**config.mk**
```make
export PLATFORM = sky130hd
export DESIGN_NAME = cla_nibble_seq
export DESIGN_NICKNAME = d
export VERILOG_FILES = /design/src/rtl/cla_nibble_seq.sv
export SDC_FILE = /design/constraint.sdc
export NUM_CORES = 1
export LEC_CHECK = 0
export CAP_MARGIN = 0
export CORE_MARGIN = 2
export CORE_UTILIZATION = 52
export CTS_CLUSTER_DIAMETER = 50
export DETAILED_ROUTE_END_ITERATION = 12
export GPL_ROUTABILITY_DRIVEN = 0
export GPL_TIMING_DRIVEN = 0
export PLACE_DENSITY_LB_ADDON = 0.1
export SYNTH_ARGS = -nofsm -noshare
export SYNTH_HDL_FRONTEND = slang
export SYNTH_SLANG_ARGS = --single-unit
```
**constraint.sdc**
```tcl
create_clock -name clk -period 4.6 [get_ports clk]
set_clock_uncertainty 0.2 [all_clocks]
set_input_delay 0.92 -clock clk [delete_from_list [all_inputs] [get_ports clk]]
set_output_delay 0.92 -clock clk [all_outputs]
set_load 0.1 [all_outputs]
```
**src/rtl/cla_nibble_seq.sv**
```systemverilog
// Multi-cycle WIDTH-bit adder that time-shares one external 4-bit carry-lookahead
// slice, one nibble per clock, least-significant nibble first.
module cla_nibble_seq #(
  parameter int WIDTH   = 16,
  parameter int NIBBLES = WIDTH / 4
) (
  input  logic             clk,
  input  logic             rst,
  input  logic             in_valid,
  output logic             in_ready,
  input  logic [WIDTH-1:0] a,
  input  logic [WIDTH-1:0] b,
  input  logic             cin,
  output logic             out_valid,
  input  logic             out_ready,
  output logic [WIDTH-1:0] sum,
  output logic             cout,
  output logic             ovf,
  output logic             busy,
  output logic [3:0]       slice_a,
  output logic [3:0]       slice_b,
  output logic             slice_cin,
  input  logic [3:0]       slice_sum,
  input  logic             slice_cout
);

  localparam int IDX_W = (NIBBLES > 1) ? $clog2(NIBBLES) : 1;
  localparam logic [IDX_W-1:0] LAST_IDX = IDX_W'(NIBBLES - 1);

  localparam logic [1:0] IDLE = 2'd0;
  localparam logic [1:0] RUN  = 2'd1;
  localparam logic [1:0] DONE = 2'd2;

  logic [1:0]       state;
  logic [WIDTH-1:0] a_reg;
  logic [WIDTH-1:0] b_reg;
  logic             carry_reg;
  logic [IDX_W-1:0] idx;
  logic             last_nibble;

  assign last_nibble = (idx == LAST_IDX);
  assign in_ready    = (state == IDLE);
  assign out_valid   = (state == DONE);
  assign busy        = (state != IDLE);

  // The slice is only fed while a pass is in progress; quiet zeros otherwise.
  always_comb begin
    slice_a   = 4'd0;
    slice_b   = 4'd0;
    slice_cin = 1'b0;
    if (state == RUN) begin
      slice_a   = a_reg[4*idx +: 4];
      slice_b   = b_reg[4*idx +: 4];
      slice_cin = carry_reg;
    end
  end

  always_ff @(posedge clk or posedge rst) begin
    if (rst) begin
      state     <= IDLE;
      a_reg     <= '0;
      b_reg     <= '0;
      carry_reg <= 1'b0;
      idx       <= '0;
      sum       <= '0;
      cout      <= 1'b0;
      ovf       <= 1'b0;
    end else begin
      case (state)
        IDLE: begin
          if (in_valid) begin
            a_reg     <= a;
            b_reg     <= b;
            carry_reg <= cin;
            idx       <= '0;
            state     <= RUN;
          end
        end
        RUN: begin
          sum[4*idx +: 4] <= slice_sum;
          carry_reg       <= slice_cout;
          if (last_nibble) begin
            // Overflow: carry into the MSB (a^b^s) differs from carry out.
            idx   <= '0;
            cout  <= slice_cout;
            ovf   <= a_reg[WIDTH-1] ^ b_reg[WIDTH-1] ^ slice_sum[3] ^ slice_cout;
            state <= DONE;
          end else begin
            idx <= idx + 1'b1;
          end
        end
        DONE: begin
          if (out_ready) state <= IDLE;
        end
        default: state <= IDLE;
      endcase
    end
  end

endmodule

```
==> out/qor.txt, run 1 <==
Worst R2R Path Depth: 5
Max clock buf depth: 2
worst-path cell chain: buf_6 > nor2b_1 > clkbuf_1 > and2_1 > clkdlybuf4s50_1
ys async rst share: 1.000
Clk Latency, worst-skew pair: 0.30 ns
EDFF count, synth: 0
Post-Syn Area: 0.002644 mm2
Syn Area/Cell: 10.45 um2
Synth Area in XOR/XNOR: 0.009938
fin crit share: 0.8448
Die H: 75.31 um
mux cell area share after synthesis: 0.07809
simple-gate area share of the yosys netlist: 0.2546
worst slew pin tran: 1.005 ns
drt first pass iters: 4
postcts setup bufs: 0
Cell Rows: 25
count of final max-slew check failures: 0
crit path buf inv count: 3
Setup Viol. Count Final: 0
Critical Path Slowest Stage Cell: clkdlybuf4s50_1
Synth cell types: 29
#FFs+latches synth: 55
total wire length: 5556 um
CP max stage delay: 1.15 ns
Synth Warn #: 0
Slew Limit Headroom: 0.3277
initial detailed-routing violation count: 108
final non-filler cell total: 400
ANT nets after route: 0
Routed WL per cell: 13.89 um
Net count, final: 379
synthesized net count: 300
die area: 0.005671 mm2
Seq/Total Area, Yosys: 0.5206
grt ovf: 0
clock slew seen by the registers of the worst setup and hold paths: 0.09 ns
CP endpoint kind: output pin
share of layout cells above drive strength 1: 0.09610
vias in the first global route: 2042
Synth Area in Adders: 0.02366
Synth Area in Compound Gates: 0.05868
prevailing post-synth register cell: dfrtp_1
Hold Path Sink: a_reg[5]$_DFFE_PP0P_
final hold viol count: 0
Starting Density: 0.5488
die width: 75.31 um
CTS tree: yes
I/O Buffers: 71
Worst Path Arrival: 2.77 ns
HP Start: a_reg[5]$_DFFE_PP0P_
r2r endpoint: sum[1]$_DFFE_PP0P_
largest family of logic cells by synthesized area: simple AND/OR/NAND/NOR gates
initial antenna violation count: 0
placed insts: 392
final setup TNS: 0 ns
post-CTS sizing: 0
Cells after Synth: 253
TritonCTS Buffers: 5
Crit Path Category: flip-flop to output pin
drt drc: 0
RSZ-0062 raised after global routing: no
cts hold-fix bufs: 0
Clock Sinks: 55
flop-to-flop setup slack: 2.26 ns
synthesis-to-finish area growth: 33.89%
number of top-level pins: 72
class of the worst hold path: flip-flop to flip-flop
Via Count: 1992
Ant. Diodes: 0
CTS HTree Levels: 2
Critical Path RT: 3.48 ns
HPWL after detailed placement: 4270 um
Critical Path Start Type: flip-flop
max_cap viols: 0
Fmax: 257.3 MHz
R2R Path Start: idx[1]$_DFFE_PP0P_
min Tclk post-route: 3.886 ns
worst hold stages: 2
CTS root buf: clkbuf_8
global-route wire length before repair: 9204 um
average via count per standard cell: 4.980
run status: finished clean
cell family with most CP delay: buffers and inverters
largest net degree at the start of global routing: 37
CP max FO: 10
Core Region: 0.004817 mm2
gr usage total: 0.2190
-- kinds of logic after synthesis --
logic type	count (synthesis)
adders and majority gates	5
AOI/OAI and AO/OA	23
muxes	9
DFF	55
xor gates and xnor gates	3
and+or+nand+nor	139
buffers and inverters	19
-- worst register-to-register path, stage by stage (launching register included) --
cell and delay, ns:
dfrtp_1 0.40, clkbuf_1 0.46, inv_1 0.20, ha_1 0.41, nor4b_2 0.42, a22o_1 0.20
-- routing by layer --
| metal | part of all wire | up-vias | GRT usage | wire [um] |
|---|---|---|---|---|
| li1 | - | 980 | - | - |
| met1 | 0.41 | 957 | 0.2612 | 2282 |
| met2 | 0.55 | 49 | 0.3865 | 3037 |
| met3 | 0.031 | 6 | 0.05291 | 175 |
| met4 | 0.011 | 0 | 0.07797 | 61 |
| met5 | 0 | - | 0 | 0 |
-- cell type report --
cell class / count / area (um2)
buffer: 13 / 121.4
inverter: 6 / 22.52
fill: 402 / 1277
multi-input combinational: 179 / 1124
sequential: 55 / 1376
tap: 67 / 83.83
clock buffer: 7 / 76.32
clock inverter: 1 / 5.005
timing repair buffer: 72 / 730.7
-- synthesized netlist by cell type, drive strengths merged (2+ instances only) --
library cell,number,share of area
dfrtp,55,0.52
ha,5,0.024
mux4,8,0.074
inv,6,0.0085
o21ai,11,0.021
clkbuf,2,0.0028
nor4b,3,0.024
a22o,8,0.027
nand2b,2,0.0047
nand3b,4,0.021
o31ai,3,0.0085
nand2,114,0.16
buf,11,0.043
nor2,2,0.0028
xnor2,3,0.0099
and2,8,0.019
-- placed cells by master (no fill, tap or decap), types with 3 or more instances in the layout --
cell type        count
o31ai_1              3
clkbuf_8             5
clkdlybuf4s50_1     71
buf_2                3
inv_1                5
mux4_1               4
dfrtp_1             55
nand2_1            114
xnor2_1              3
buf_6                7
a22o_1               8
clkbuf_1             4
ha_1                 5
mux4_2               4
o21ai_0             11
and2_1               8
-- how the worst max path moves through the flow --
stage                     depth (start not counted)         end                 start  slack, ns
final                                             5  slice_b[3]  state[0]$_DFFE_PP0P_       0.71
after global routing                              5  slice_b[3]  state[0]$_DFFE_PP0P_       0.54
after CTS                                         5  slice_a[0]  state[0]$_DFFE_PP0P_       0.68
after detailed placement                          5  slice_b[3]  state[0]$_DFFE_PP0P_       1.02
after global placement                            5  slice_b[1]  state[0]$_DFFE_PP0P_       1.04
after floorplan                                   3   slice_cin  state[1]$_DFFE_PP0P_       1.56
-- metrics by stage --
| stage | utilization | setup slack, ns | hold WS, ns | cell area, um2 |
|---|---|---|---|---|
| 5_1_grt | 0.7348 | 0.5357 | 0.2965 | 3540 |
| 6_report | 0.7348 | 0.7138 | 0.2714 | 3540 |
| 3_3_place_gp | 0.7138 | 1.042 | 0.2514 | 3438 |
| 3_5_place_dp | 0.7179 | 1.022 | 0.2545 | 3458 |
| 4_1_cts | 0.7348 | 0.6776 | 0.2777 | 3540 |
| 2_1_floorplan | - | 1.562 | 0.2368 | 2644 |
Power of run 1 is left out: the tool's default activity adds up to more than one toggle a clock period on the data nets, which glitch-free logic cannot reach.
==> run 2, diff against run 1 <==
CORE_UTILIZATION = 48   (was 52)
clock period = 4 ns   (was 4.6 ns; I/O delays follow)
==> run 2 against run 1 <==
Non-clock buffer count unchanged; utilization fell by 7.5 points; critical path type unchanged; register-to-register slack got worse by 0.56 ns; sequential share of layout area is 0.27 points lower; design area is 0.71% higher; clock-buffer cell count up 1; critical path depth unchanged; global-route usage down 2.0 points; die area increased by 7.9%.
==> out/qor.txt, run 2 (synthesis results as in run 1) <==
initial detailed-routing violation count: 52 (was 108)
largest net degree at the start of global routing: 44 (was 37)
run status: finished clean (unchanged)
vias in the first global route: 2113 (was 2042)
Net count, final: 379 (unchanged)
Setup Viol. Count Final: 0 (unchanged)
Clock Sinks: 55 (unchanged)
Max clock buf depth: 2 (unchanged)
flop-to-flop setup slack: 1.70 ns (was 2.26 ns)
Worst Path Arrival: 2.82 ns (was 2.77 ns)
hold_ws: 0.2790 ns (was 0.2714 ns)
Critical Path RT: 3.00 ns (was 3.48 ns)
CTS tree: yes (unchanged)
count of final max-slew check failures: 0 (unchanged)
min Tclk post-route: 3.816 ns
Routed WL per cell: 13.82 um (was 13.89 um)
CP max FO: 10 (unchanged)
postcts setup bufs: 0 (unchanged)
Critical Path Start Type: flip-flop (unchanged)
Core Region: 0.005405 mm2 (was 0.004817 mm2)
Die H: 78.22 um (was 75.31 um)
number of top-level pins: 72 (unchanged)
drt first pass iters: 4 (unchanged)
class of the worst hold path: flip-flop to flip-flop (unchanged)
final hold viol count: 0 (unchanged)
RSZ-0062 raised after global routing: no (unchanged)
die width: 78.22 um (was 75.31 um)
I/O Buffers: 71 (unchanged)
total wire length: 5596 um (was 5556 um)
Fmax: 262.0 MHz
drt drc: 0 (unchanged)
ANT nets after route: 0 (unchanged)
global-route wire length before repair: 9563 um (was 9204 um)
CP endpoint kind: output pin (unchanged)
Via Count: 2041 (was 1992)
Cell Rows: 27 (was 25)
initial antenna violation count: 0 (unchanged)
grt ovf: 0 (unchanged)
worst slew pin tran: 0.9740 ns (was 1.005 ns)
max_cap viols: 0 (unchanged)
final core utilization: 0.6595 (was 0.7348)
gr usage total: 0.1992 (was 0.2190)
Starting Density: 0.4891 (was 0.5488)
synthesis-to-finish area growth: 34.83% (was 33.89%)
fin crit share: 0.9541
Ant. Diodes: 0 (unchanged)
post-CTS sizing: 0 (unchanged)
CTS root buf: clkbuf_8 (unchanged)
Clk Latency, worst-skew pair: 0.30 ns (about the same)
final setup TNS: 0 ns (unchanged)
share of layout cells above drive strength 1: 0.09910 (was 0.09610)
cts hold-fix bufs: 0 (unchanged)
die area: 0.006118 mm2 (was 0.005671 mm2)
HPWL after detailed placement: 4160 um (was 4270 um)
TritonCTS Buffers: 5 (unchanged)
clock slew seen by the registers of the worst setup and hold paths: 0.09 ns (about the same)
CTS HTree Levels: 2 (unchanged)
Crit Path Category: flip-flop to output pin (unchanged)
average via count per standard cell: 5.040 (was 4.980)
most common cell after layout, fill and taps aside: nand2_1 (unchanged)
Slew Limit Headroom: 0.3487 (was 0.3277)
highest-count cells in the layout ignoring fill and taps: nand2_1 (114), clkdlybuf4s50_1 (71), dfrtp_1 (55) (unchanged)
run 2: changes by cell type in the layout (fill, tap and decap cells not counted), sizes merged:
| cell | before | now |
|---|---|---|
| clkbuf | 9 | 10 |
| clkinv | 1 | 0 |
run 2: cell type report:
class | count | area (um2)
plain buffers | 13 | 121.4
clock buffers | 8 | 100.1
fillers | 450 | 1841
inverters | 6 | 22.52
multi-input cells | 179 | 1124
flip-flops and latches | 55 | 1376
well taps | 72 | 90.09
repair buffers | 72 | 730.7
run 2: metal layers:
metal / vias up / track usage / wire length [um]
met3: 5 / 0.03218 / 226
met4: 0 / 0.05965 / 43
met2: 54 / 0.3759 / 3013
met5: - / 0 / 0
li1: 993 / - / -
met1: 989 / 0.2312 / 2312
run 2: per-stage QoR:
step,cells,instance area [um2],worst slack [ns]
final,405,3565,0.1837
after global routing,405,3565,0.05662
after CTS,405,3565,0.1733
after detailed placement,397,3465,0.5290
after global placement,396,3445,0.5329
after floorplan,253,2644,1.082
run 2: critical path, cell delays in order, from the launching register on:
cell             delay, ns
dfrtp_1               0.35
buf_6                 0.16
nor2b_1               0.23
clkbuf_1              0.42
and2_1                0.23
clkdlybuf4s50_1       1.13
run 2: path summary, 6_finish.rpt:
kind                                         end  depth (start not counted)                 start
max in group asynchronous  b_reg[15]$_DFFE_PP0P_                          3                   rst
hold reg to reg             a_reg[0]$_DFFE_PP0P_                          2  a_reg[0]$_DFFE_PP0P_
setup reg to reg              sum[9]$_DFFE_PP0P_                          6    idx[1]$_DFFE_PP0P_
setup / recovery                      slice_a[0]                          5  state[0]$_DFFE_PP0P_
min in group asynchronous   b_reg[5]$_DFFE_PP0P_                          2                   rst
hold / removal              a_reg[0]$_DFFE_PP0P_                          2  a_reg[0]$_DFFE_PP0P_
Power of run 2 is left out for the same reason.
